[config.mk]
export PLATFORM = sky130hd
export DESIGN_NAME = ustc_sparse_encoder
export DESIGN_NICKNAME = d
export VERILOG_FILES = /design/src/rtl/ustc_sparse_encoder.sv
export SDC_FILE = /design/constraint.sdc
export NUM_CORES = 1
export LEC_CHECK = 0
export BUFFER_PORTS_ARGS = -buffer_cell sky130_fd_sc_hd__buf_4
export CORE_AREA = 2 2 302 304
export DETAILED_ROUTE_END_ITERATION = 7
export DIE_AREA = 0 0 304 306
export RECOVER_POWER = 100
export SYNTH_ARGS = -nofsm -noshare
export SYNTH_HDL_FRONTEND = slang
export SYNTH_SLANG_ARGS = --single-unit
[constraint.sdc]
create_clock -name clk -period 57.5 [get_ports clk]
set_input_delay 2.875 -clock clk [delete_from_list [all_inputs] [get_ports clk]]
set_output_delay 2.875 -clock clk [all_outputs]
set_load 0.05 [all_outputs]
[src/rtl/ustc_sparse_encoder.sv]
// ustc_sparse_encoder: scans dense rows and packs nonzeros into fixed-size {row,col,data}+ctrl blocks
module ustc_sparse_encoder #(
    parameter int M       = 16,
    parameter int K       = 16,
    parameter int N_UNIT  = 32,
    parameter int DW_DATA = 8,
    parameter int DW_ROW  = 4,
    parameter int DW_COL  = 4,
    parameter int DW_CTRL = 4,
    parameter int DW_A    = DW_DATA + DW_ROW + DW_COL
) (
    input  logic                       clk,
    input  logic                       reset,
    input  logic                       start,
    input  logic                       in_valid,
    output logic                       in_ready,
    input  logic [K*DW_DATA-1:0]       in_row,
    input  logic                       in_last,
    output logic                       out_valid,
    input  logic                       out_ready,
    output logic [N_UNIT*DW_A-1:0]     out_block,
    output logic [N_UNIT*DW_CTRL-1:0]  out_ctrl,
    output logic                       out_last,
    output logic [3:0]                 num_blocks,
    output logic                       done,
    output logic                       overflow
);
    localparam int SW = $clog2(N_UNIT);
    typedef enum logic [2:0] {IDLE, ACCEPT, SCAN, EMIT, DONE} state_t;
    state_t                          state_q, state_d;
    logic [K-1:0][DW_DATA-1:0]       data_q, data_d;
    logic [N_UNIT-1:0][DW_A-1:0]     blk_q, blk_d;
    logic [N_UNIT-1:0][DW_CTRL-1:0]  ctrl_q, ctrl_d;
    logic [DW_ROW-1:0]               row_q, row_d;
    logic [DW_COL-1:0]               col_q, col_d, rcol_q, rcol_d;
    logic [SW-1:0]                   fill_q, fill_d;
    logic [3:0]                      cnt_q, cnt_d;
    logic                            ovf_q, ovf_d, last_q, last_d, seen_q, seen_d;
    logic                            fin_q, fin_d, rend_q, rend_d;
    logic [DW_DATA-1:0]              elem;
    logic                            nz, full, rest_nz;

    assign in_ready   = state_q == ACCEPT;
    assign out_valid  = state_q == EMIT;
    assign out_last   = state_q == EMIT && fin_q;
    assign done       = state_q == DONE;
    assign out_block  = blk_q;
    assign out_ctrl   = ctrl_q;
    assign num_blocks = cnt_q;
    assign overflow   = ovf_q;

    // state and datapath registers, all cleared asynchronously
    always_ff @(posedge clk or posedge reset) begin
        if (reset) begin
            state_q <= IDLE;
            data_q  <= '0;
            blk_q   <= '0;
            ctrl_q  <= '0;
            row_q   <= '0;
            col_q   <= '0;
            rcol_q  <= '0;
            fill_q  <= '0;
            cnt_q   <= '0;
            ovf_q   <= 1'b0;
            last_q  <= 1'b0;
            seen_q  <= 1'b0;
            fin_q   <= 1'b0;
            rend_q  <= 1'b0;
        end else begin
            state_q <= state_d;
            data_q  <= data_d;
            blk_q   <= blk_d;
            ctrl_q  <= ctrl_d;
            row_q   <= row_d;
            col_q   <= col_d;
            rcol_q  <= rcol_d;
            fill_q  <= fill_d;
            cnt_q   <= cnt_d;
            ovf_q   <= ovf_d;
            last_q  <= last_d;
            seen_q  <= seen_d;
            fin_q   <= fin_d;
            rend_q  <= rend_d;
        end
    end

    // next state: one column per SCAN cycle, a full or final block parks in EMIT until taken
    always_comb begin
        state_d = state_q;
        data_d  = data_q;
        blk_d   = blk_q;
        ctrl_d  = ctrl_q;
        row_d   = row_q;
        col_d   = col_q;
        rcol_d  = rcol_q;
        fill_d  = fill_q;
        cnt_d   = cnt_q;
        ovf_d   = ovf_q;
        last_d  = last_q;
        seen_d  = seen_q;
        fin_d   = fin_q;
        rend_d  = rend_q;
        elem    = data_q[col_q];
        nz      = elem != '0;
        full    = nz && fill_q == SW'(N_UNIT - 1);
        rest_nz = 1'b0;
        for (int c = 0; c < K; c++)
            if (c > int'(col_q) && data_q[c] != '0) rest_nz = 1'b1;
        case (state_q)
            IDLE: if (start) begin
                row_d   = '0;
                fill_d  = '0;
                cnt_d   = '0;
                ovf_d   = 1'b0;
                blk_d   = '0;
                ctrl_d  = '0;
                state_d = ACCEPT;
            end
            ACCEPT: if (in_valid) begin
                data_d  = in_row;
                last_d  = in_last || row_q == DW_ROW'(M - 1);
                seen_d  = 1'b0;
                col_d   = '0;
                state_d = SCAN;
            end
            SCAN: begin
                if (nz) begin
                    blk_d[fill_q]  = {row_q, col_q, elem};
                    ctrl_d[fill_q] = DW_CTRL'({~seen_q, 1'b1});
                    seen_d         = 1'b1;
                    fill_d         = fill_q + 1'b1;
                end
                if (full) begin
                    rend_d  = col_q == DW_COL'(K - 1);
                    rcol_d  = col_q + 1'b1;
                    fin_d   = last_q && !rest_nz;
                    state_d = EMIT;
                end else if (col_q == DW_COL'(K - 1)) begin
                    row_d   = row_q + 1'b1;
                    fin_d   = 1'b1;
                    state_d = !last_q ? ACCEPT : fill_d != '0 ? EMIT : DONE;
                end else begin
                    col_d = col_q + 1'b1;
                end
            end
            EMIT: if (out_ready) begin
                cnt_d  = cnt_q == 4'hf ? cnt_q : cnt_q + 4'd1;
                ovf_d  = ovf_q || cnt_q == 4'hf;
                fill_d = '0;
                blk_d  = '0;
                ctrl_d = '0;
                if (fin_q) begin
                    state_d = DONE;
                end else if (rend_q) begin
                    row_d   = row_q + 1'b1;
                    state_d = last_q ? DONE : ACCEPT;
                end else begin
                    col_d   = rcol_q;
                    state_d = SCAN;
                end
            end
            DONE: state_d = IDLE;
            default: state_d = IDLE;
        endcase
    end
endmodule

* Word-level counts from Yosys, hierarchy flattened *
Cells that the tools add are included.

word-level totals
  register bits after elaboration = 797
  output and inout bits = 649
  word-level logic and storage cells = 262

cells by class
  $lt $le $gt $ge = 18
  reductions and logical operators = 56
  bitwise gates (word level) = 1
  eq/ne operators = 20
  $add $sub $neg = 4
  mux-type cells = 72

operator list
  cell                                                                             count
  512-bit two-way mux                                                              3
  512-bit case mux with 3 select lines                                             1
  512-bit bitwise mux                                                              1
  128-bit two-way mux                                                              3
  128-bit case mux with 3 select lines                                             1
  128-bit bitwise mux                                                              1
  8-bit nonzero test                                                               16
  16-bit demux with 5-bit select                                                   1
  4-bit two-way mux                                                                15
  8-bit binary-select mux with 4-bit select                                        1
  4-bit greater-than comparator (first input constant)                             8
  3-bit two-way mux                                                                10
  4-bit case mux with 3 select lines                                               2
  1-bit two-way mux                                                                21
  4-bit demux with 5-bit select                                                    1
  5-bit two-way mux                                                                4
  1-bit logical AND                                                                19
  2-bit inequality test (second input constant)                                    9
  3-bit by 4-bit greater-than comparator with 1-bit output (first input constant)  4
  16-bit two-way mux                                                               1
  5-bit case mux with 3 select lines                                               1
  7-bit AND reduction                                                              2
  4-bit by 1-bit adder with 4-bit output (second input constant)                   3
  4-bit equality test (second input constant)                                      3
  26 further kinds                                                                 40

* Longest topological paths before layout *
  depth after elaboration = 20
  gate-level depth with buffers = 13
  gate-level depth less buffers = 9

* Worst setup path after synthesis *
No wires, ideal clock.

  path kind = reg2out
  start = register state_q[0]
  end = output port in_ready
  arrival time = 1839 ps
  stages on the path, launching flop included = 4
  required time = 54625 ps
  setup slack = 52786 ps
  path through = dfrtp_1 > clkbuf_1 > inv_1 > nor3_1

between the ends
  cells in the longest elaborated chain, start to end = 1

ends and longest elaborated chain
  element                                         line  text
  start, declared                                 30    state_t state_q, state_d;
  start signal, assigned                          70    state_q <= state_d;
  3-bit by 1-bit equality test with 1-bit output  43    assign in_ready = state_q == ACCEPT;
  end, declared                                   16    output logic in_ready,

No other way between the ends.

==> out/results.txt <==
MaxCap Viol Count - 15
core footprint - 89600 sq um
smallest hold slack - 0.477 ns
remaining antenna violation count - 0
run status - finished with violations
violated checks - max-capacitance violations, max-slew violations
fin cells - 4049
Synth async-reset ratio - 1.00
Crit Path Category - input pin to async pin
CP Launch Type - input pin
Compound-Gate Fraction of Synth Area - 0.190
clk_lat worst skew - 0.63 ns
Req. time, crit path - 54.93 ns
Switch Pwr - 764 uW
I/O pins - 783
Slew Limit Fails - 1019
total chip power - 1.81 mW
CP max stage delay - 7.09 ns
Final HPWL DP - 75100 microns
maximum clock path buffer count - 3
residual DRC count - 0
row cnt - 110
dpl ws - 50.26 ns
vias in the first global route - 22800
initial core utilization - 0.332
Reg power frac - 0.361
CTS tree - done
Worst Tran Pin Value - 9.91 ns
synthesized instance count - 2128
drt wl/cell - 27.9 microns
simple-gate share of the synthesized area - 0.0660
Final nets - 2955
Cell Chain, Critical Path - clkbuf_1, clkinvlp_2, clkbuf_1, clkbuf_1
buffers plus inverters on the worst setup path - 4
relative slew slack - -5.60
clk slew on worst S/H paths - 0.06 ns
register bit total from synthesis - 733
minimum clock period after layout - 18.77 ns
Max rail drop VDD - 71.5 uV
Synth Flop Type - dfrtp_1
Fin. Hold Viols - 0
synthesized-area fraction occupied by adder cells - 0.00462
placed cell area - 35900 sq um
Avg Inst Size Synth - 14.0 sq um
largest family of logic cells by synthesized area - compound AO/OA/AOI/OAI gates
Post-Route WL - 113000 microns
total clock sinks - 733
Setup crit end kind - async pin
global-route wire length before repair - 162000 microns
Fmax - 53.3 MHz
clk root buf - clkbuf_16
Remaining Overflow, GRT - 0
postcts setup bufs - 0
Internal Power - 1.05 mW
iteration count of the initial detailed-routing pass - 5
Layout Utilization - 0.400
clock share of power - 0.292
die area - 93000 sq um
via count - 22400
area delta synth->final - 20.5%
DRT iter0 DRCs - 1760
# hold bufs at CTS - 0
Cell variety after synth - 62
Die W - 304 microns
initial antenna violation count - 3
chip height - 306 microns
CTS Buf Count - 82
critical path data arrival time - 16.20 ns
Crit path max-delay family - buffers and inverters
Final period util - 0.326
Hold Crit Class - register to register
Diodes inserted - 0
crit-path most repeated cell - clkbuf_1
DP Cell Count - 3902
Critical-path top delay cell - clkbuf_1
register area share after synthesis - 0.616
post-CTS resize count - 0
largest net degree at the start of global routing - 191
Overall Global Routing Usage - 0.234
final worst slack - 38.73 ns
Sw Share - 0.422
post-synthesis xor/xnor area fraction - 0.000882
TNS Setup - 0 ns
combinational share of power - 0.347
layout cell share with drive strength beyond 1 - 0.168
post-route design area - 35900 sq um
via/cell ratio - 5.53
warnings from Yosys - 0
mapped cell area - 29800 sq um
Buffers on Ports - 718
leak pwr - 16.1 nW
routability cong. - 0.855
EDFF count, synth - 0
final setup fails - 0
PwrDens - 50.5 nW/um^2
Clock Skew - 0.0228 ns
CTS H-tree depth - 3
CP Max Fanout - 190
RSZ-0062 raised after global routing - false
mux contribution to synthesized area - 0.0751
-- cell type report --
type | count | area, sq um
Clock buffer | 121 | 2390
Multi-Input combinational cell | 1228 | 9870
Sequential cell | 733 | 18400
Fill cell | 8872 | 53700
Inverter | 11 | 42.5
Clock inverter | 26 | 330
Tap cell | 1176 | 1470
Timing Repair Buffer | 754 | 3410
-- registers in the layout (all words and copies together) (netlist names) --
register,count
last_q,1
state_q,3
fin_q,1
row_q,4
overflow,1
col_q,4
seen_q,1
out_ctrl,64
num_blocks,4
fill_q,5
data_q,128
out_block,512
rend_q,1
rcol_q,4
-- per-layer routing --
| layer | GRT usage | wire [microns] |
|---|---|---|
| met1 | 0.294 | 45500 |
| met5 | 0 | 30 |
| met2 | 0.392 | 54600 |
| met4 | 0.0973 | 4650 |
| met3 | 0.0517 | 8130 |
-- synth_stat cells, drive strengths merged, types with 3 or more instances --
cell type,number,share of area
nand3,46,0.0077
dfrtp,733,0.62
buf,121,0.033
o31ai,4,0.0010
or4,7,0.0018
a21o,32,0.0081
a31oi,3,0.00063
and3,7,0.0015
o211ai,7,0.0024
nand2b,4,0.00084
nor3b,3,0.00076
nand4,7,0.0025
nor2,60,0.010
o21ai,16,0.0027
a22o,308,0.091
inv,11,0.0014
nor2b,3,0.00063
nor4,26,0.0055
mux2i,3,0.0010
mux2,132,0.050
or2,4,0.00084
ha,11,0.0046
or3,4,0.00084
nor3,8,0.0013
clkbuf,98,0.012
and2,6,0.0013
o2bb2ai,256,0.075
a21oi,19,0.0033
a21boi,3,0.00076
nand2,128,0.029
mux4,32,0.024
-- cell families after synthesis --
family / after synthesis
flops: 733
fa+ha+maj: 11
buf+inv: 230
xor+xnor: 3
other cells: 1
simple gates: 317
compound gates: 666
mux: 167
-- power by group through the flow --
| stage | Combinational (mW) | Clock (mW) | Sequential (mW) |
|---|---|---|---|
| 2_1_floorplan | 0.430 | 0 | 0.678 |
| 3_3_place_gp | 0.672 | 0 | 0.659 |
| 6_report | 0.629 | 0.529 | 0.654 |
| 4_1_cts | 0.684 | 0.539 | 0.654 |
| 5_1_grt | 0.664 | 0.561 | 0.663 |
| 3_5_place_dp | 0.682 | 0 | 0.662 |
-- path summary, 6_finish.rpt --
kind | start | to | slack (ns) | depth (start not counted)
worst min-delay path | out_ctrl[60] | out_ctrl[60] | 0.48 | 1
min in group asynchronous | reset | out_block[125] | 4.00 | 2
max in group clk | col_q[0] | out_block[59] | 45.51 | 9
worst max register to register | col_q[0] | out_block[59] | 45.51 | 9
worst max-delay path | reset | row_q[2] | 38.73 | 4
worst min register to register | out_ctrl[60] | out_ctrl[60] | 0.48 | 1
-- layout by cell type, fill, tap and decap left out, types with 32 or more instances in the layout --
| cell | instances |
|---|---|
| dfrtp_1 | 726 |
| clkbuf_1 | 619 |
| a22o_1 | 308 |
| o2bb2ai_1 | 256 |
| buf_4 | 155 |
| mux2_2 | 131 |
| nand2_1 | 128 |
| clkbuf_16 | 82 |
| conb_1 | 64 |
| nor2_1 | 48 |
| nand3_1 | 46 |
| mux4_2 | 32 |
| a21o_1 | 32 |
Note: power is estimated with default switching activity, not from simulation.
